--- src/rtl/mfcc_pkg.sv ---
// Shared types and defaults for the MFCC frame packer and its beat buffer.
package mfcc_pkg;

    localparam int DEF_DATA_W   = 32;
    localparam int DEF_COEF_NUM = 13;
    localparam int DEF_FCNT_W   = 16;

    typedef enum logic {
        ST_RUN = 1'b0,
        ST_SUM = 1'b1
    } state_t;

    typedef struct packed {
        logic [DEF_DATA_W-1:0] data;
        logic                  sof;
        logic                  eof;
    } beat_t;

    // Pointer increment for the 3-entry ring (0,1,2,0,...).
    function automatic logic [1:0] ptr_inc(input logic [1:0] p);
        return (p == 2'd2) ? 2'd0 : p + 2'd1;
    endfunction

endpackage

--- src/rtl/mfcc_frame_packer_if.sv ---
// Framed valid/ready beat stream from the packer to the transport stage.
interface mfcc_frame_packer_if #(
    parameter int DATA_W = mfcc_pkg::DEF_DATA_W
);
    logic              m_valid;
    logic              m_ready;
    logic [DATA_W-1:0] m_data;
    logic              m_sof;
    logic              m_eof;

    modport master (output m_valid, output m_data, output m_sof, output m_eof, input m_ready);
    modport slave  (input m_valid, input m_data, input m_sof, input m_eof, output m_ready);
endinterface

--- src/rtl/mfcc_beat_buf.sv ---
// Three-entry synchronous beat FIFO; head entry drives the output stream directly.
module mfcc_beat_buf
    import mfcc_pkg::*;
#(
    parameter type T = beat_t
)(
    input  logic       clk,
    input  logic       rstn,
    input  logic       flush,
    input  logic       push,
    input  T           push_beat,
    input  logic       pop,
    output T           head_beat,
    output logic [1:0] occ
);

    T           mem_reg [3];
    logic [1:0] head_reg;
    logic [1:0] tail_reg;
    logic [1:0] occ_reg;
    logic [2:0] wr_en;
    logic       push_ok;
    logic       pop_ok;

    assign pop_ok  = pop && (occ_reg != 2'd0);
    assign push_ok = push && (occ_reg != 2'd3);

    genvar gi;
    generate
        for (gi = 0; gi < 3; gi++) begin : g_wr
            assign wr_en[gi] = push_ok && !flush && (tail_reg == 2'(gi));
        end
    endgenerate

    always_ff @(posedge clk or negedge rstn) begin
        if (!rstn) begin
            for (int i = 0; i < 3; i++) begin
                mem_reg[i] <= '0;
            end
        end else begin
            for (int i = 0; i < 3; i++) begin
                if (wr_en[i]) begin
                    mem_reg[i] <= push_beat;
                end
            end
        end
    end

    always_ff @(posedge clk or negedge rstn) begin
        if (!rstn) begin
            head_reg <= 2'd0;
            tail_reg <= 2'd0;
            occ_reg  <= 2'd0;
        end else if (flush) begin
            head_reg <= 2'd0;
            tail_reg <= 2'd0;
            occ_reg  <= 2'd0;
        end else begin
            if (push_ok) begin
                tail_reg <= ptr_inc(tail_reg);
            end
            if (pop_ok) begin
                head_reg <= ptr_inc(head_reg);
            end
            occ_reg <= occ_reg + 2'(push_ok) - 2'(pop_ok);
        end
    end

    assign head_beat = mem_reg[head_reg];
    assign occ       = occ_reg;

endmodule

--- src/rtl/mfcc_frame_packer.sv ---
// Pops MFCC coefficients from the FIFO and emits framed sof/eof beats at 1 word/clk.
// Define MFCC_FRAME_SUM_EN to append a modulo-2^DATA_W checksum beat to every frame.
module mfcc_frame_packer
    import mfcc_pkg::*;
#(
    parameter int DATA_W   = DEF_DATA_W,
    parameter int COEF_NUM = DEF_COEF_NUM,
    parameter int FCNT_W   = DEF_FCNT_W
)(
    input  logic                clk,
    input  logic                rstn,
    input  logic                fifo_empty,
    output logic                fifo_rden,
    input  logic [DATA_W-1:0]   fifo_data,
    input  logic                flush,
    mfcc_frame_packer_if.master m,
    output logic [FCNT_W-1:0]   frame_cnt,
    output logic                busy
);

    localparam int IDX_W = (COEF_NUM > 1) ? $clog2(COEF_NUM) : 1;
    localparam logic [IDX_W-1:0] LAST_IDX = IDX_W'(COEF_NUM - 1);
`ifdef MFCC_FRAME_SUM_EN
    localparam bit SUM_EN = 1'b1;
`else
    localparam bit SUM_EN = 1'b0;
`endif

    typedef struct packed {
        logic [DATA_W-1:0] data;
        logic              sof;
        logic              eof;
    } beat_w_t;

    logic [IDX_W-1:0]  idx_reg;
    logic [IDX_W-1:0]  idx_next;
    logic              inflight_reg;
    logic              pend_sof_reg;
    logic              pend_eof_reg;
    logic              active_reg;
    logic [FCNT_W-1:0] frame_cnt_reg;
    logic [1:0]        occ;
    beat_w_t           head_beat;
    beat_w_t           push_beat;
    logic              push;
    logic              pop;
    logic              run_ok;
    logic              room;
    logic              last_word;
    logic              busy_sum;

    // Reserve a slot for the word already in flight so a landing never overflows.
    assign room      = ({1'b0, occ} + {2'b00, inflight_reg}) < 3'd3;
    assign last_word = (idx_reg == LAST_IDX);
    // active_reg keeps the pop strobe low throughout reset and its first release cycle.
    assign fifo_rden = active_reg && run_ok && room && !fifo_empty && !flush;

`ifdef MFCC_FRAME_SUM_EN
    state_t            state_reg;
    state_t            state_next;
    logic [DATA_W-1:0] sum_reg;
    logic              sum_push;

    assign run_ok   = (state_reg == ST_RUN);
    assign sum_push = (state_reg == ST_SUM) && !inflight_reg && (occ != 2'd3) && !flush;
    assign push     = !flush && (inflight_reg || sum_push);
    assign busy_sum = (state_reg == ST_SUM);

    always_comb begin
        state_next = state_reg;
        if (flush) begin
            state_next = ST_RUN;
        end else begin
            case (state_reg)
                ST_RUN:  if (fifo_rden && last_word) state_next = ST_SUM;
                ST_SUM:  if (sum_push) state_next = ST_RUN;
                default: state_next = ST_RUN;
            endcase
        end
    end

    always_comb begin
        push_beat = '{data: fifo_data, sof: pend_sof_reg, eof: pend_eof_reg};
        if (sum_push) begin
            push_beat = '{data: sum_reg, sof: 1'b0, eof: 1'b1};
        end
    end

    always_ff @(posedge clk or negedge rstn) begin
        if (!rstn) begin
            state_reg <= ST_RUN;
            sum_reg   <= '0;
        end else begin
            state_reg <= state_next;
            if (flush || sum_push) begin
                sum_reg <= '0;
            end else if (inflight_reg) begin
                sum_reg <= sum_reg + fifo_data;
            end
        end
    end
`else
    assign run_ok    = 1'b1;
    assign push      = inflight_reg && !flush;
    assign busy_sum  = 1'b0;
    assign push_beat = '{data: fifo_data, sof: pend_sof_reg, eof: pend_eof_reg};
`endif

    always_comb begin
        idx_next = idx_reg;
        if (flush) begin
            idx_next = '0;
        end else if (fifo_rden) begin
            idx_next = last_word ? '0 : idx_reg + IDX_W'(1);
        end
    end

    // Frame flags are fixed when the word is popped, since idx has moved on by landing time.
    always_ff @(posedge clk or negedge rstn) begin
        if (!rstn) begin
            idx_reg       <= '0;
            inflight_reg  <= 1'b0;
            pend_sof_reg  <= 1'b0;
            pend_eof_reg  <= 1'b0;
            active_reg    <= 1'b0;
            frame_cnt_reg <= '0;
        end else begin
            active_reg   <= 1'b1;
            inflight_reg <= fifo_rden;
            idx_reg      <= idx_next;
            if (fifo_rden) begin
                pend_sof_reg <= (idx_reg == '0);
                pend_eof_reg <= last_word && !SUM_EN;
            end
            if (pop && head_beat.eof) begin
                frame_cnt_reg <= frame_cnt_reg + FCNT_W'(1);
            end
        end
    end

    mfcc_beat_buf #(
        .T (beat_w_t)
    ) u_buf (
        .clk       (clk),
        .rstn      (rstn),
        .flush     (flush),
        .push      (push),
        .push_beat (push_beat),
        .pop       (pop),
        .head_beat (head_beat),
        .occ       (occ)
    );

    assign pop       = m.m_valid && m.m_ready;
    assign m.m_valid = (occ != 2'd0);
    assign m.m_data  = head_beat.data;
    assign m.m_sof   = head_beat.sof;
    assign m.m_eof   = head_beat.eof;
    assign frame_cnt = frame_cnt_reg;
    assign busy      = (idx_reg != '0) || (occ != 2'd0) || inflight_reg || busy_sum;

endmodule
--- src/flat_wrapper.sv ---
// flat-port wrapper written by rule: the top's interface ports become plain ports
module mfcc_frame_packer_flat import mfcc_pkg::*;
#(
    parameter int DATA_W   = DEF_DATA_W,
    parameter int COEF_NUM = DEF_COEF_NUM,
    parameter int FCNT_W   = DEF_FCNT_W
)
  (clk, rstn, fifo_empty, fifo_rden, fifo_data, flush, frame_cnt, busy, m_m_valid, m_m_data, m_m_sof, m_m_eof, m_m_ready);
  mfcc_frame_packer_if #(.DATA_W(DATA_W)) m_i ();
  input  logic clk;
  input  logic rstn;
  input  logic fifo_empty;
  output logic fifo_rden;
  input  logic [DATA_W-1:0] fifo_data;
  input  logic flush;
  output logic [FCNT_W-1:0] frame_cnt;
  output logic busy;
  output wire logic [$bits(m_i.m_valid)-1:0] m_m_valid;
  output wire logic [$bits(m_i.m_data)-1:0] m_m_data;
  output wire logic [$bits(m_i.m_sof)-1:0] m_m_sof;
  output wire logic [$bits(m_i.m_eof)-1:0] m_m_eof;
  input wire logic [$bits(m_i.m_ready)-1:0] m_m_ready;
  assign m_m_valid = m_i.m_valid;
  assign m_m_data = m_i.m_data;
  assign m_m_sof = m_i.m_sof;
  assign m_m_eof = m_i.m_eof;
  assign m_i.m_ready = m_m_ready;
  mfcc_frame_packer #(.DATA_W(DATA_W), .COEF_NUM(COEF_NUM), .FCNT_W(FCNT_W)) u_core (.clk(clk), .rstn(rstn), .fifo_empty(fifo_empty), .fifo_rden(fifo_rden), .fifo_data(fifo_data), .flush(flush), .m(m_i), .frame_cnt(frame_cnt), .busy(busy));
endmodule
--- config.mk ---
export PLATFORM = sky130hd
export DESIGN_NAME = mfcc_frame_packer_flat
export DESIGN_NICKNAME = d
export VERILOG_FILES = /design/src/rtl/mfcc_pkg.sv /design/src/rtl/mfcc_frame_packer_if.sv /design/src/rtl/mfcc_beat_buf.sv /design/src/rtl/mfcc_frame_packer.sv /design/src/flat_wrapper.sv
export SDC_FILE = /design/constraint.sdc
export NUM_CORES = 1
export LEC_CHECK = 0
export BUFFER_PORTS_ARGS = -buffer_cell sky130_fd_sc_hd__buf_2
export CAP_MARGIN = 5
export CORE_UTILIZATION = 40
export CTS_CLUSTER_DIAMETER = 150
export DETAILED_ROUTE_END_ITERATION = 10
export PLACE_DENSITY = 0.63
export SYNTH_ARGS = -nofsm -noshare
export SYNTH_HDL_FRONTEND = slang
export SYNTH_SLANG_ARGS = --single-unit
--- constraint.sdc ---
create_clock -name clk -period 2.3 [get_ports clk]
set_input_delay 0.115 -clock clk [delete_from_list [all_inputs] [get_ports clk]]
set_output_delay 0.115 -clock clk [all_outputs]
set_load 0.005 [all_outputs]
==> reports/metrics.yaml <==
worst_pin_slew_ns: 0.553
crit_type: "flip-flop to output port"
fin_nets: 653
synth_edf_count: 0
period_needed_ns: 2.16
stdcell_count: 807
io_buffer_count: 89
yosysUniqueCellTypes: 40
ant_nets: 0
syn_avg_cell_area_sq_um: 12.7
hp-class: "primary input to flip-flop"
min_period_over_period: 0.941
required_ns: 2.18
fmaxAchievable_mhz: 462
slew_violations: 0
syn_area_sq_um: 6060
start_kind: "flip-flop"
initial_core_util: 0.414
setup_viol: 0
antenna_cells: 0
gr-total-overflow: 0
core_area_sq_um: 14600
placed_cells: 739
place_hpwl_um: 8520
rsz0062_at_grt: "false"
largest_reg_flops: 102
netlist.area_leader.share: 0.545
grt_pass1_vias: 4381
ir_worst_vdd_uv: 512
power.leakage_nw: 3.74
ys_ff_latch: 132
power_density_nw_per_um2: 835
insertion_delay_ns: 0.43
clock_skew_ns: 0.0148
crit_arrival_ns: 2.05
violations: "design-rule violations"
area_delta_synth_final_pct: 26.7
grt_max_degree: 70
pin_count: 90
netlist_top_cells_count: "132 x dfrtp_1, 105 x mux2_2, 45 x nand2_1"
syn-num-nets: 520
fin_setup_tns_ns: 0
min_from: "flush"
drtPass1Iterations: 7
wl_per_cell_um: 16.0
yosysTopAreaCell: "dfrtp_1"
layout-drive-gt1-share: 0.406
yosys_warnings: 0
num_rows: 44
vias: 4172
vias_per_cell: 5.17
relSlewSlack: 0.632
path_clk_slew_ns: 0.06
numClockSinks: 132
status: "finished with violations"
async_flop_share: 1.00
cts_htree_levels: 4
crit_start: "u_core.u_buf.head_reg[1]$_DFFE_PN0P_"
reg2reg_from: "u_core.u_buf.occ[0]$_DFF_PN0_"
synth-main-ff-cell: "dfrtp_1"
grt_pass1_wl_um: 21700
antenna_found_initial: 0
clk_path_buf_depth: 2
grt_usage: 0.178
ctsRootBufferMaster: "clkbuf_16"
hold_viol_final: 0
netlist_top_cells_area: "dfrtp_1 54%, mux2_2 20%, mux2i_1 5.8%"
remaining_drc_errors: 16
cap_violations: 0
yosysMostFrequentCell: "dfrtp_1"
yosysSeqAreaShare: 0.545
numCtsBuffers: 17
cts_tree: "yes"
routabilityCongestion: 0.780
worstSetupEndpointType: "output port"
wl_um: 12900
dieArea_sq_um: 15700
die_h_um: 125
path_max_fanout: 16
synthCells: 477
postLayoutCoreUtil: 0.525
die_w_um: 125
drt_iter0_drc: 128
power_w: 0.00641
routing by layer:
| layer | part of all wire | vias to the layer above | GRT usage | wire (um) |
|---|---|---|---|---|
| li1 | - | 1968 | - | - |
| met1 | 0.44 | 2103 | 0.215 | 5720 |
| met2 | 0.50 | 85 | 0.299 | 6520 |
| met3 | 0.037 | 16 | 0.0462 | 476 |
| met4 | 0.016 | 0 | 0.0789 | 211 |
| met5 | 0 | - | 0 | 0 |
worst max-delay path: stages (launching register included):
cell and delay (ns):
dfrtp_2 0.64, buf_4 0.39, mux2i_1 0.11, o21ai_0 0.29, buf_2 0.18
worst paths after layout:
check                           cells after the start                                   end  slack [ns]
worst max-delay path                                4                           m_m_data[0]        0.14
max in group asynchronous                           3  u_core.u_buf.mem_reg[45]$_DFFE_PN0P_        1.36
worst min register to register                      1      u_core.frame_cnt[15]$_DFFE_PN0P_        0.46
min in group asynchronous                           2  u_core.u_buf.mem_reg[29]$_DFFE_PN0P_        0.19
worst min-delay path                                2         u_core.idx_reg[0]$_DFFE_PN0P_        0.03
worst max register to register                      6         u_core.idx_reg[2]$_DFFE_PN0P_        0.31
where the power goes:
part	internal [W]	leakage [nW]	switching, W
Combinational	0.000509	1.71	0.000424
Clock	0.00176	0.284	0.00100
Sequential	0.00258	1.74	0.000142
layout make-up:
type	count	area, sq um
Clock buffer	20	457
Clock inverter	12	155
Sequential cell	132	3300
Fill cell	1254	6960
Timing Repair Buffer	138	936
Tap cell	184	230
Multi-Input combinational cell	317	2590
Inverter	4	15.0
cell families (layout without fill, tap and decap cells):
logic type / count (synthesis) / after routing / share of synthesized area
xor+xnor: 16 / 16 / 0.0231
compound gates: 50 / 50 / 0.0442
other cells: 1 / 1 / 0.000618
fa+ha+maj: 6 / 6 / 0.0124
flops: 132 / 132 / 0.545
simple gates: 104 / 104 / 0.0902
mux: 140 / 140 / 0.253
buf+inv: 28 / 174 / 0.0320
cell usage in the layout, fill, tap and decap left out, types with 8 or more instances in the layout:
master	Yosys	final
a21oi_1	8	8
buf_2	5	88
buf_4	0	14
clkbuf_16	0	17
dfrtp_1	132	131
dlygate4sd3_1	0	33
mux2_2	105	105
mux2i_1	35	35
nand2_1	45	45
nand3_1	11	10
o21ai_0	36	36
xor2_1	12	12
timing repair:
| item | in CTS | in global routing |
|---|---|---|
| hold buffers | 33 | 0 |
| endpoints found under the hold margin | 133 | 0 |
| setup buffers | 0 | 3 |
| gates resized for setup | 0 | 3 |
| setup endpoints to repair | 0 | 2 |
through the flow:
stage,cell area [sq um],hold slack [ns],setup slack [ns]
after detailed placement,6690,0.122,0.291
final,7680,0.0327,0.136
after floorplan,6060,-0.181,0.435
after global routing,7680,0.0398,0.00177
after global placement,6690,0.115,0.350
after CTS,7640,0.00287,0.0491
No activity file was read; power rests on OpenSTA's default activity.
